**src/rtl/cpu_bus_pkg.sv**
```systemverilog
// Shared types and constants for the 6502 netlist bus sequencer.
package cpu_bus_pkg;
    localparam int CNT_W  = 8;
    localparam int RCNT_W = 8;

    localparam logic [7:0]  DBI_RST  = 8'h00;
    localparam logic [15:0] ADDR_RST = 16'h0000;

    typedef enum logic [1:0] {
        S_PH1,
        S_PH2,
        S_WAIT,
        S_HOLD
    } state_e;
endpackage

```
**src/rtl/phi_timer.sv**
```systemverilog
// Phase counter for the phi generator: clear, saturate at HALF-1,
// terminal flag and bus-settle match flag.
module phi_timer
    import cpu_bus_pkg::*;
#(
    parameter int HALF   = 16,
    parameter int SETTLE = 12
) (
    input  logic             clk,
    input  logic             res,
    input  logic             clr_i,
    input  logic             inc_i,
    output logic [CNT_W-1:0] cnt_o,
    output logic             term_o,
    output logic             settle_o
);
    logic [CNT_W-1:0] cnt_q, cnt_d;

    assign cnt_o    = cnt_q;
    assign term_o   = (cnt_q == CNT_W'(HALF - 1));
    assign settle_o = (cnt_q == CNT_W'(SETTLE - 1));

    always_comb begin
        cnt_d = cnt_q;
        if (clr_i)
            cnt_d = '0;
        else if (inc_i && !term_o)
            cnt_d = cnt_q + CNT_W'(1);
    end

    always_ff @(posedge clk or negedge res) begin
        if (!res)
            cnt_q <= '0;
        else
            cnt_q <= cnt_d;
    end
endmodule

```
**src/rtl/cpu_6502_bus_ctrl.sv**
```systemverilog
// Bus sequencer between the transistor-level 6502 core and memory:
// phi generation, core reset hold, req/ack transaction, phi2 stretch.
module cpu_6502_bus_ctrl
    import cpu_bus_pkg::*;
#(
    parameter int HALF    = 16,
    parameter int SETTLE  = 12,
    parameter int RES_CYC = 8
) (
    input  logic        clk,
    input  logic        res,
    input  logic        en,
    output logic        cpu_phi,
    output logic        cpu_res,
    input  logic [15:0] cpu_ab,
    input  logic        cpu_rw,
    input  logic [7:0]  cpu_dbo,
    output logic [7:0]  cpu_dbi,
    output logic        mem_req,
    output logic        mem_we,
    output logic [15:0] mem_addr,
    output logic [7:0]  mem_wdata,
    input  logic [7:0]  mem_rdata,
    input  logic        mem_ack,
    output logic        cyc_stb
);
    state_e            state_q, state_d;
    logic              phi_q, phi_d;
    logic              cres_q, cres_d;
    logic [7:0]        dbi_q, dbi_d;
    logic              req_q, req_d;
    logic              we_q, we_d;
    logic [15:0]       addr_q, addr_d;
    logic [7:0]        wdata_q, wdata_d;
    logic              stb_q, stb_d;
    logic [RCNT_W-1:0] rcnt_q, rcnt_d;

    logic             clr, inc, term, settle;
    logic [CNT_W-1:0] cnt;

    phi_timer #(
        .HALF   (HALF),
        .SETTLE (SETTLE)
    ) u_timer (
        .clk      (clk),
        .res      (res),
        .clr_i    (clr),
        .inc_i    (inc),
        .cnt_o    (cnt),
        .term_o   (term),
        .settle_o (settle)
    );

    always_comb begin
        state_d = state_q;
        phi_d   = phi_q;
        dbi_d   = dbi_q;
        req_d   = req_q;
        we_d    = we_q;
        addr_d  = addr_q;
        wdata_d = wdata_q;
        rcnt_d  = rcnt_q;
        stb_d   = 1'b0;
        clr     = 1'b0;
        inc     = 1'b1;

        unique case (state_q)
            S_PH1: begin
                // idle boundary: count held at 0 until en returns
                inc = (cnt != '0) || en;
                if (term) begin
                    state_d = S_PH2;
                    phi_d   = 1'b1;
                    clr     = 1'b1;
                end
            end
            S_PH2: begin
                if (settle) begin
                    addr_d  = cpu_ab;
                    we_d    = !cpu_rw;
                    wdata_d = cpu_dbo;
                    req_d   = 1'b1;
                    state_d = S_WAIT;
                end
            end
            S_WAIT: begin
                if (req_q && mem_ack) begin
                    req_d = 1'b0;
                    if (!we_q)
                        dbi_d = mem_rdata;
                    // a late ack past HALF-1 ends phi2 on the ack edge
                    state_d = term ? S_PH1 : S_HOLD;
                end
            end
            S_HOLD: begin
                if (term)
                    state_d = S_PH1;
            end
        endcase

        if (state_q != S_PH1 && state_d == S_PH1) begin
            phi_d = 1'b0;
            stb_d = 1'b1;
            clr   = 1'b1;
            if (rcnt_q != RCNT_W'(RES_CYC))
                rcnt_d = rcnt_q + RCNT_W'(1);
        end

        cres_d = cres_q || (rcnt_d == RCNT_W'(RES_CYC));
    end

    always_ff @(posedge clk or negedge res) begin
        if (!res) begin
            state_q <= S_PH1;
            phi_q   <= 1'b0;
            cres_q  <= 1'b0;
            dbi_q   <= DBI_RST;
            req_q   <= 1'b0;
            we_q    <= 1'b0;
            addr_q  <= ADDR_RST;
            wdata_q <= 8'h00;
            stb_q   <= 1'b0;
            rcnt_q  <= '0;
        end else begin
            state_q <= state_d;
            phi_q   <= phi_d;
            cres_q  <= cres_d;
            dbi_q   <= dbi_d;
            req_q   <= req_d;
            we_q    <= we_d;
            addr_q  <= addr_d;
            wdata_q <= wdata_d;
            stb_q   <= stb_d;
            rcnt_q  <= rcnt_d;
        end
    end

    assign cpu_phi   = phi_q;
    assign cpu_res   = cres_q;
    assign cpu_dbi   = dbi_q;
    assign mem_req   = req_q;
    assign mem_we    = we_q;
    assign mem_addr  = addr_q;
    assign mem_wdata = wdata_q;
    assign cyc_stb   = stb_q;
endmodule

```
**config.mk**
```make
export PLATFORM = sky130hd
export DESIGN_NAME = cpu_6502_bus_ctrl
export DESIGN_NICKNAME = d
export VERILOG_FILES = /design/src/rtl/cpu_bus_pkg.sv /design/src/rtl/phi_timer.sv /design/src/rtl/cpu_6502_bus_ctrl.sv
export SDC_FILE = /design/constraint.sdc
export NUM_CORES = 1
export LEC_CHECK = 0
export ABC_AREA = 1
export BUFFER_PORTS_ARGS = -buffer_cell sky130_fd_sc_hd__buf_2
export CORE_MARGIN = 1.5
export CORE_UTILIZATION = 52
export CTS_CLUSTER_SIZE = 40
export DETAILED_ROUTE_END_ITERATION = 8
export GPL_TIMING_DRIVEN = 0
export PLACE_DENSITY = 0.84
export SYNTH_ARGS = -nofsm -noshare
export SYNTH_HDL_FRONTEND = slang
export SYNTH_SLANG_ARGS = --single-unit
```
**constraint.sdc**
```tcl
create_clock -name clk -period 2.4 [get_ports clk]
set_input_delay 0.12 -clock clk [delete_from_list [all_inputs] [get_ports clk]]
set_output_delay 0.12 -clock clk [all_outputs]
set_load 0.05 [all_outputs]
```
==> results of run 1 <==
## cells by family after synthesis
logic type               synth area share, %
AO/OA/AOI/OAI                           4.77
adder cells (fa/ha/maj)                 3.74
multiplexers                            13.5
flip-flops                              51.4
XOR/XNOR                                3.27
buffers and inverters                   6.27
AND/OR/NAND/NOR                         17.0
## what timing repair did
action	4_1_cts	5_1_grt
resized for setup	1	3
endpoints found under the hold margin	0	55
pin swaps	0	2
endpoints found under the setup margin	1	1
hold buffers	0	1
buffers inserted	0	0
## Yosys cell counts (all sizes together), types with 3 or more instances
master and number:
buf 3, nand4 3, ha 8, nand2 36, nand3 11, o21ai 10, nor2 27, mux2 32
xor2 10, a21oi 5, nor3 10, dfrtp 55, inv 38
## flip-flops by register name (all words and copies together) (netlist names)
name and cells:
u_timer.cnt_o 8, mem_wdata 8, rcnt_q 8, mem_req 1
cpu_dbi 8, cpu_phi 1, cpu_res 1, mem_addr 16
cyc_stb 1, mem_we 1, state_q 2
## layout make-up
cell class                 instances  area [µm²]  share of cell area [%]
multi-input combinational        158        1140                    34.8
buffer                             3        25.0                   0.760
clock inverter                     3        71.3                    2.17
inverter                          38         143                    4.33
clock buffer                       5        68.8                    2.09
tap                               67        83.8                    2.55
timing repair buffer              74         378                    11.5
sequential                        55        1380                    41.9
## stage by stage
step	total power (µW)	utilization [%]	instances	instance area (µm²)	worst slack (ns)
floorplan	1070	-	254	2680	0.413
global placement	1130	64.4	394	3120	0.137
detailed placement	1140	64.4	394	3120	0.0493
CTS	1880	67.4	402	3270	0.0675
global route	1920	67.9	403	3290	-0.00417
finish	1860	67.9	403	3290	0.155
## power by group through the flow
stage                     logic (µW)  clock network [µW]  registers [µW]
after CTS                        166                 753             956
final                            165                 741             956
after floorplan                 17.9                   0            1050
after detailed placement         165                   0             974
after global routing             176                 785             960
after global placement           160                   0             973
## worst paths after layout
kind,to,from,cells past startpoint
worst max-delay path,cpu_res$_DFF_PN0_,u_timer.cnt_o[1]$_DFFE_PN0P_,16
worst min-delay path,mem_we$_DFFE_PN0P_,cpu_rw,2
worst max register to register,cpu_res$_DFF_PN0_,u_timer.cnt_o[1]$_DFFE_PN0P_,16
worst min register to register,cpu_res$_DFF_PN0_,cpu_res$_DFF_PN0_,2
max in group asynchronous,state_q[0]$_DFF_PN0_,res,2
min in group asynchronous,rcnt_q[3]$_DFF_PN0_,res,2
## worst register-to-register path, delay by kind of cell (launching register included)
kind | cells | cell delay [ns]
simple gates | 14 | 1.44
buf+inv | 1 | 0.15
fa+ha+maj | 1 | 0.24
flops | 1 | 0.37
## layer usage
metal	up-vias	routed length, µm	share of wire [%]
li1	976	-	-
met1	957	2290	42
met3	8	374	6.8
met4	0	86	1.6
met2	73	2760	50
met5	-	0	0
==> impl_metrics.json, run 1 <==
{
  "status": "finished clean",
  "synth_area_leader_cell": "dfrtp_1",
  "fin_hold_ws_ns": 0.00679,
  "grtUsageMet2_pct": 35.7,
  "ys_types": 31,
  "drtIter0Drc": 86,
  "clock_latency_ns": 0.31,
  "grt_overflow_total": 0,
  "final_layout_size_suffix_gt1_share_pct": 41.4,
  "timing.fmax_mhz": 445,
  "synth_fp_nets": 299,
  "start_util_pct": 55.2,
  "path_common_cell": "nand2_1",
  "syn_area_per_cell_um2": 10.5,
  "grt_pass1_vias": 2071,
  "tightestPinTransition_ns": 0.686,
  "skew_ns": 0.00668,
  "pwr-share-clk_pct": 39.8,
  "slew_viol_final": 0,
  "finalSetupTns_ns": 0,
  "synth-async-reset-ratio_pct": 100,
  "swShare_pct": 23.7,
  "p_leak_uw": 0.00167,
  "crit_chain": "ha_1 -> nand2_1 -> nor2_1 -> nand4_1 -> nand2_1 -> nand2_1 -> nand2_1 -> nand2_4 -> nor2_8 -> buf_8 -> nor2_1 -> nor2_2 -> nand2_1 -> nor2_1 -> nand2_1 -> nand2_1",
  "cp_slowest_stage_delay_ns": 0.37,
  "dr.pass1.iters": 6,
  "finalSetupViolations": 0,
  "p_comb_share_pct": 8.8,
  "fillers": 336,
  "numCtsBuffers": 5,
  "end_kind": "flop",
  "critPathRequiredTime_ns": 2.66,
  "portBuffers": 73,
  "fin_crit_sh_pct": 93.6,
  "slowest_stage": "dfrtp_1",
  "relSlewSlack_pct": 54.3,
  "power.switching_uw": 442,
  "fp.dieW_um": 74.7,
  "grt_pass1_wl_mm": 9.11,
  "drc": 0,
  "layout_commonest_cell": "buf_2",
  "power_density_nw_per_um2": 566,
  "areaGrowthSynthToFinish_pct": 23.0,
  "h-tree-depth": 2,
  "clk_pin_slew_ns": 0.11,
  "die_y_um": 74.7,
  "diodes": 0,
  "critical-path-top-delay-family": "simple AND/OR/NAND/NOR gates",
  "r2r_slack_ns": 0.15,
  "ys.flop_type": "dfrtp_1",
  "antenna_found_initial": 0,
  "final_cell_mix": "buf_2, dfrtp_1, inv_1, nand2_1, mux2_2",
  "dpl.hpwl_mm": 3.93,
  "worst-setup-path-type": "flop to flop",
  "synth_area_leaders": "dfrtp_1, mux2_2, inv_1",
  "worstPathArrival_ns": 2.51,
  "worst-path-max-fanout": 10,
  "crit_buf_inv": 1,
  "vias": 2014,
  "min_path_type": "input pin to flop",
  "ir_worst_vdd_mv": 0.487,
  "busiest_layer": "met2",
  "die_area_um2": 5580,
  "netlist_area_um2": 2680,
  "clock_sinks": 55,
  "globalplace.congestion": 0.855,
  "startpoint_type": "flop",
  "core_area_um2": 4850,
  "nets": 380,
  "min_period_ns": 2.25,
  "vias_per_cell": 5.00,
  "ys_warn_count": 0,
  "wirelength_mm": 5.51,
  "rows": 25,
  "grt_max_degree": 56,
  "seq_area_frac_synth_pct": 51.4,
  "maxCapViolCount": 0,
  "final_hold_viol_count": 0,
  "cts_tree": "done",
  "internal-power_uw": 1420,
  "synth_seq_cells": 55,
  "met1_usage_pct": 27.1,
  "final_antenna_net_count": 0,
  "synth_edf_count": 0,
  "cts_root_buf": "clkbuf_8",
  "cts.path.max_buffers": 2,
  "synthCells": 254,
  "pin_count": 74,
  "pwr-share-seq_pct": 51.4,
  "wl_per_cell_um": 13.7,
  "grtUsageMet3_pct": 6.29,
  "gr-usage-all-layers_pct": 21.6,
  "synth_top_area_share_pct": 51.4
}
(Power assumes the default switching activity.)
==> run 2: changes to the inputs <==
--- a/config.mk
+++ b/config.mk
@@ -9,10 +9,10 @@
 export BUFFER_PORTS_ARGS = -buffer_cell sky130_fd_sc_hd__buf_2
 export CORE_MARGIN = 1.5
 export CORE_UTILIZATION = 52
-export CTS_CLUSTER_SIZE = 40
+export CTS_CLUSTER_SIZE = 24
 export DETAILED_ROUTE_END_ITERATION = 8
 export GPL_TIMING_DRIVEN = 0
-export PLACE_DENSITY = 0.84
+export PLACE_DENSITY = 0.81
 export SYNTH_ARGS = -nofsm -noshare
 export SYNTH_HDL_FRONTEND = slang
 export SYNTH_SLANG_ARGS = --single-unit
==> impl_metrics.json, run 2 (same netlist as run 1, synthesis figures left out) <==
{
  "numCtsBuffers": 5,
  "rows": 25,
  "finalSetupTns_ns": 0,
  "skew_ns": 0.00707,
  "core_area_um2": 4850,
  "swShare_pct": 24.2,
  "p_leak_uw": 0.00165,
  "dr.pass1.iters": 4,
  "drtIter0Drc": 125,
  "min_to": "mem_wdata[2]$_DFFE_PN0P_",
  "relSlewSlack_pct": 19.9,
  "pin_count": 74,
  "dpl.hpwl_mm": 3.82,
  "cts.path.max_buffers": 2,
  "fillers": 370,
  "slew_viol_final": 0,
  "die_area_um2": 5580,
  "worstPathArrival_ns": 2.41,
  "r2r_slack_ns": 0.24,
  "power.switching_uw": 416,
  "min_period_ns": 2.16,
  "clock_sinks": 55,
  "vias": 1983,
  "final_cell_mix": "buf_2, dfrtp_1, inv_1, nand2_1, mux2_2",
  "cts_tree": "done",
  "diodes": 0,
  "final_hold_viol_count": 0,
  "place_ws_ns": 0.0875,
  "tightestPinTransition_ns": 1.20,
  "die_y_um": 74.7,
  "final_antenna_net_count": 0,
  "min_path_type": "input pin to flop",
  "fp.dieW_um": 74.7,
  "p_comb_share_pct": 9.5,
  "antenna_found_initial": 0,
  "r2r-end": "cpu_res$_DFF_PN0_",
  "gr-usage-all-layers_pct": 20.5,
  "maxCapViolCount": 0,
  "critPathRequiredTime_ns": 2.65,
  "rr_worst_depth": 16,
  "min_path_cells": 2,
  "h-tree-depth": 2,
  "dpl_cell_area_um2": 3120,
  "min_from": "cpu_dbo[2]",
  "r2r_start": "u_timer.cnt_o[0]$_DFFE_PN0P_",
  "drc": 0,
  "grt_pass1_vias": 2025,
  "worst-path-max-fanout": 10,
  "clk_pin_slew_ns": 0.10,
  "wirelength_mm": 5.22,
  "final_cell_area_um2": 3270,
  "fin_ws_ns": 0.244,
  "grt_overflow_total": 0,
  "startpoint_type": "flop",
  "internal-power_uw": 1300,
  "vias_per_cell": 4.93,
  "pwr-share-clk_pct": 34.9,
  "timing.fmax_mhz": 464,
  "cts_root_buf": "clkbuf_8",
  "final_layout_size_suffix_gt1_share_pct": 41.5,
  "crit_path_start": "u_timer.cnt_o[0]$_DFFE_PN0P_",
  "multiInputGateArea_um2": 1160,
  "status": "finished clean",
  "cts_setup_buffers": 0,
  "finalSetupViolations": 0,
  "wl_per_cell_um": 13.0,
  "power_density_nw_per_um2": 526,
  "power_uw": 1720,
  "end_kind": "flop",
  "worst-setup-path-type": "flop to flop",
  "nets": 380,
  "globalplace.congestion": 0.847,
  "grt_max_degree": 56,
  "seq_area_um2": 1380,
  "areaGrowthSynthToFinish_pct": 22.1,
  "clock_latency_ns": 0.31,
  "start_util_pct": 55.2,
  "largest_reg_flops": 16,
  "grt_pass1_wl_mm": 8.67,
  "layout_commonest_cell": "buf_2",
  "rsz0062_at_grt": "false",
  "portBuffers": 73,
  "fin_crit_sh_pct": 89.8,
  "ir_worst_vdd_mv": 0.339,
  "pwr-share-seq_pct": 55.7
}
==> run 2: changes by cell type in the layout (fill, tap and decap cells not counted) <==
cell        change
buf_2           +1
buf_4           -1
bufinv_16       -1
clkinvlp_4      +1
ha_1            -1
ha_4            +1
inv_8           -1
==> run 2: timing repair <==
item                                   in CTS  in global routing
setup endpoints to repair                   0                  3
hold buffers                                1                  0
gates resized for setup                     0                  6
endpoints found under the hold margin       1                  0
==> run 2: worst max-delay path by stage <==
stage / cells after the start / to / slack (ns)
finish: 16 / cpu_res$_DFF_PN0_ / 0.24
floorplan: 17 / cpu_res$_DFF_PN0_ / 0.41
detailed placement: 17 / cpu_res$_DFF_PN0_ / 0.09
global route: 16 / cpu_res$_DFF_PN0_ / 0.007
global placement: 17 / cpu_res$_DFF_PN0_ / 0.14
CTS: 17 / cpu_res$_DFF_PN0_ / 0.05
==> run 2: power by group through the flow <==
stage	Sequential, µW	Clock, µW	Combinational [µW]
after CTS	956	614	165
after global placement	973	0	160
final	956	599	162
after detailed placement	974	0	164
after global routing	959	637	175
after floorplan	1050	0	17.9
==> run 2: through the flow <==
stage	hold WS [ns]	util, %	instances
after floorplan	-0.176	-	254
after global placement	0.316	64.4	394
after detailed placement	0.320	64.4	394
after CTS	0.0287	66.8	402
after global routing	0.0348	67.4	402
final	0.0355	67.4	402
==> run 2: final cells by class <==
class / instances / share of cell area [%]
sequential: 55 / 42.2
timing repair buffer: 74 / 11.5
clock inverter: 2 / 1.15
clock buffer: 5 / 2.11
tap: 67 / 2.57
buffer: 3 / 0.766
inverter: 38 / 4.37
multi-input combinational: 158 / 35.4
==> run 2: layer usage <==
layer / up-vias / track usage (%) / routed length (µm)
met5: - / 0 / 0
met4: 0 / 6.46 / 62
met3: 6 / 4.55 / 316
met2: 68 / 37.1 / 2600
met1: 929 / 24.2 / 2240
li1: 980 / - / -
==> run 2: worst max-delay path: stages, from the launching register on <==
cell	delay, ns
dfrtp_1	0.42
ha_4	0.18
nand2_1	0.06
nor2_1	0.16
nand4_1	0.15
nand2_1	0.09
nand2_1	0.07
inv_2	0.07
nand3_4	0.13
nor2_8	0.14
buf_8	0.15
nor2_1	0.05
nor2_2	0.14
nand2_1	0.07
nor2_1	0.09
nand2_1	0.06
nand2_1	0.05
==> run 3: changes to the inputs <==
--- a/config.mk
+++ b/config.mk
@@ -12,7 +12,9 @@
 export CTS_CLUSTER_SIZE = 24
 export DETAILED_ROUTE_END_ITERATION = 8
 export GPL_TIMING_DRIVEN = 0
+export HOLD_SLACK_MARGIN = 0.06
 export PLACE_DENSITY = 0.81
 export SYNTH_ARGS = -nofsm -noshare
 export SYNTH_HDL_FRONTEND = slang
+export SYNTH_HIERARCHICAL = 1
 export SYNTH_SLANG_ARGS = --single-unit
==> impl_metrics.json, run 3 <==
{
  "status": "complete, but fails checks",
  "violations": "setup timing",
  "ir_worst_vdd_mv": 0.984,
  "ys_types": 30,
  "dpl.hpwl_mm": 4.03,
  "die_y_um": 75.4,
  "core_area_um2": 5070,
  "numCtsBuffers": 5,
  "timing.fmax_mhz": 416,
  "r2r_start": "state_q[0]$_DFF_PN0_",
  "largest_reg_flops": 16,
  "drc": 0,
  "pwr-share-clk_pct": 18.2,
  "rows": 26,
  "cts.path.max_buffers": 2,
  "cp_slowest_stage_delay_ns": 0.47,
  "final_hold_viol_count": 0,
  "final_cell_area_um2": 3860,
  "globalplace.congestion": 0.888,
  "grt_overflow_total": 0,
  "h-tree-depth": 2,
  "grt_pass1_wl_mm": 11.7,
  "power_uw": 4110,
  "portBuffers": 73,
  "synth_seq_cells": 55,
  "synth_fp_nets": 316,
  "vias_per_cell": 5.83,
  "p_leak_uw": 0.00195,
  "crit_chain": "inv_1 -> ha_1 -> inv_1 -> nand2_1 -> a21oi_4 -> nand3_2 -> buf_6 -> o21ai_4 -> inv_2 -> nand2_1 -> nand2_1 -> nand2_1",
  "internal-power_uw": 2180,
  "vias": 2765,
  "startpoint_type": "flop",
  "crit_buf_inv": 4,
  "synth-async-reset-ratio_pct": 100,
  "start_util_pct": 53.8,
  "drtIter0Drc": 440,
  "final_antenna_net_count": 0,
  "clock_sinks": 55,
  "clk_pin_slew_ns": 0.11,
  "ys_warn_count": 6,
  "pwr-share-seq_pct": 33.9,
  "wl_per_cell_um": 20.2,
  "gr-usage-all-layers_pct": 27.7,
  "cts_root_buf": "clkbuf_8",
  "synth_area_leaders": "dfrtp_1, mux2_2, nand2_1",
  "seq_area_frac_synth_pct": 50.4,
  "diodes": 0,
  "fin_crit_sh_pct": 100,
  "p_comb_share_pct": 48.0,
  "worst-path-max-fanout": 10,
  "synth_top_area_share_pct": 50.4,
  "crit_path_start": "state_q[0]$_DFF_PN0_",
  "clock_latency_ns": 0.32,
  "maxCapViolCount": 0,
  "grt_max_degree": 56,
  "nets": 447,
  "critPathRequiredTime_ns": 2.65,
  "stdcell_count": 474,
  "worstPathArrival_ns": 2.66,
  "critical-path-top-delay-family": "buffers and inverters",
  "synthCells": 272,
  "grt_pass1_vias": 2468,
  "ys.flop_type": "dfrtp_1",
  "areaGrowthSynthToFinish_pct": 41.4,
  "slowest_stage": "dfrtp_1",
  "synth_area_leader_cell": "dfrtp_1",
  "worst-setup-path-type": "flop to flop",
  "wirelength_mm": 9.56,
  "synth_edf_count": 0,
  "fp.dieW_um": 75.4,
  "power.switching_uw": 1930,
  "final_layout_size_suffix_gt1_share_pct": 41.8,
  "path_common_cell": "nand2_1",
  "netlist_area_um2": 2730,
  "die_area_um2": 5690,
  "ys_top_cells_by_count": "nand2_1, dfrtp_1, mux2_2",
  "relSlewSlack_pct": 62.6,
  "layout_commonest_cell": "buf_2",
  "fin_ws_ns": -0.00536,
  "min_path_type": "input pin to async pin",
  "dpl_cell_area_um2": 3190,
  "syn_area_per_cell_um2": 10.0,
  "cts_tree": "done",
  "swShare_pct": 47.0,
  "place_ws_ns": -0.219,
  "min_period_ns": 2.41,
  "slew_viol_final": 0,
  "end_kind": "flop",
  "fin_hold_ws_ns": 0.210,
  "synth_most_common_cell": "nand2_1",
  "pin_count": 74,
  "finalSetupViolations": 1,
  "skew_ns": 0.00861,
  "dr.pass1.iters": 7,
  "dpl.cell_count": 415,
  "final_cell_mix": "buf_2, nand2_1, dfrtp_1, dlygate4sd3_1, mux2_2",
  "antenna_found_initial": 0,
  "tightestPinTransition_ns": 0.561,
  "power_density_nw_per_um2": 1060
}
-- run 3: metrics by stage --
step / setup TNS, ns / utilization, %
after floorplan: 0 / -
after global placement: -0.894 / 62.8
after detailed placement: -1.49 / 62.8
after CTS: 0 / 72.1
after global routing: -0.334 / 76.1
final: -0.00536 / 76.1
-- run 3: final timing paths --
path / slack, ns / to / cells after the start
max: -0.005 / u_timer/cnt_o[3]$_DFFE_PN0P_ / 12
min: 0.21 / mem_addr[14]$_DFFE_PN0P_ / 2
max reg2reg: -0.005 / u_timer/cnt_o[3]$_DFFE_PN0P_ / 12
min reg2reg: 0.48 / cpu_res$_DFF_PN0_ / 2
max in group asynchronous: 1.64 / u_timer/cnt_o[4]$_DFFE_PN0P_ / 3
min in group clk: 0.28 / mem_req$_DFFE_PN0P_ / 5
-- run 3: power groups by stage --
stage	registers, µW	clock network (µW)	logic, µW
CTS	1340	728	1750
finish	1390	746	1970
detailed placement	1350	0	1670
global placement	1340	0	1630
global route	1400	774	2070
floorplan	1860	0	763
-- run 3: routing by layer --
layer  wire length (µm)  global-route usage (%)  vias to the layer above
met4                481                    11.5                        0
met5                  0                       0                        -
li1                   -                       -                     1158
met3                932                    7.41                       65
met1               3450                    33.9                     1303
met2               4700                    46.6                      239
-- run 3: repair_timing --
action | 4_1_cts | 5_1_grt
hold buffers | 32 | 2
gates resized for setup | 4 | 13
setup buffers | 1 | 15
setup endpoints to repair | 9 | 9
hold endpoints to repair | 32 | 13
pin swaps | 0 | 5
-- run 3: kinds of logic (layout without fill, tap and decap cells) --
group	Yosys count	count (layout)	share of synthesized area [%]
AO/OA/AOI/OAI	14	14	3.48
multiplexers	32	32	13.2
AND/OR/NAND/NOR	129	129	23.4
adder cells (fa/ha/maj)	7	7	3.21
flip-flops	55	55	50.4
buffers and inverters	29	161	4.31
XOR/XNOR	6	6	1.93
-- run 3: cell type report --
cell class              count  area [µm²]
multi-input cells         188        1290
well taps                  70        87.6
fillers                   268        1210
plain buffers               4        23.8
flip-flops and latches     55        1380
inverters                  25        93.8
clock buffers               6        72.6
repair buffers            124         846
clock inverters             2        60.1
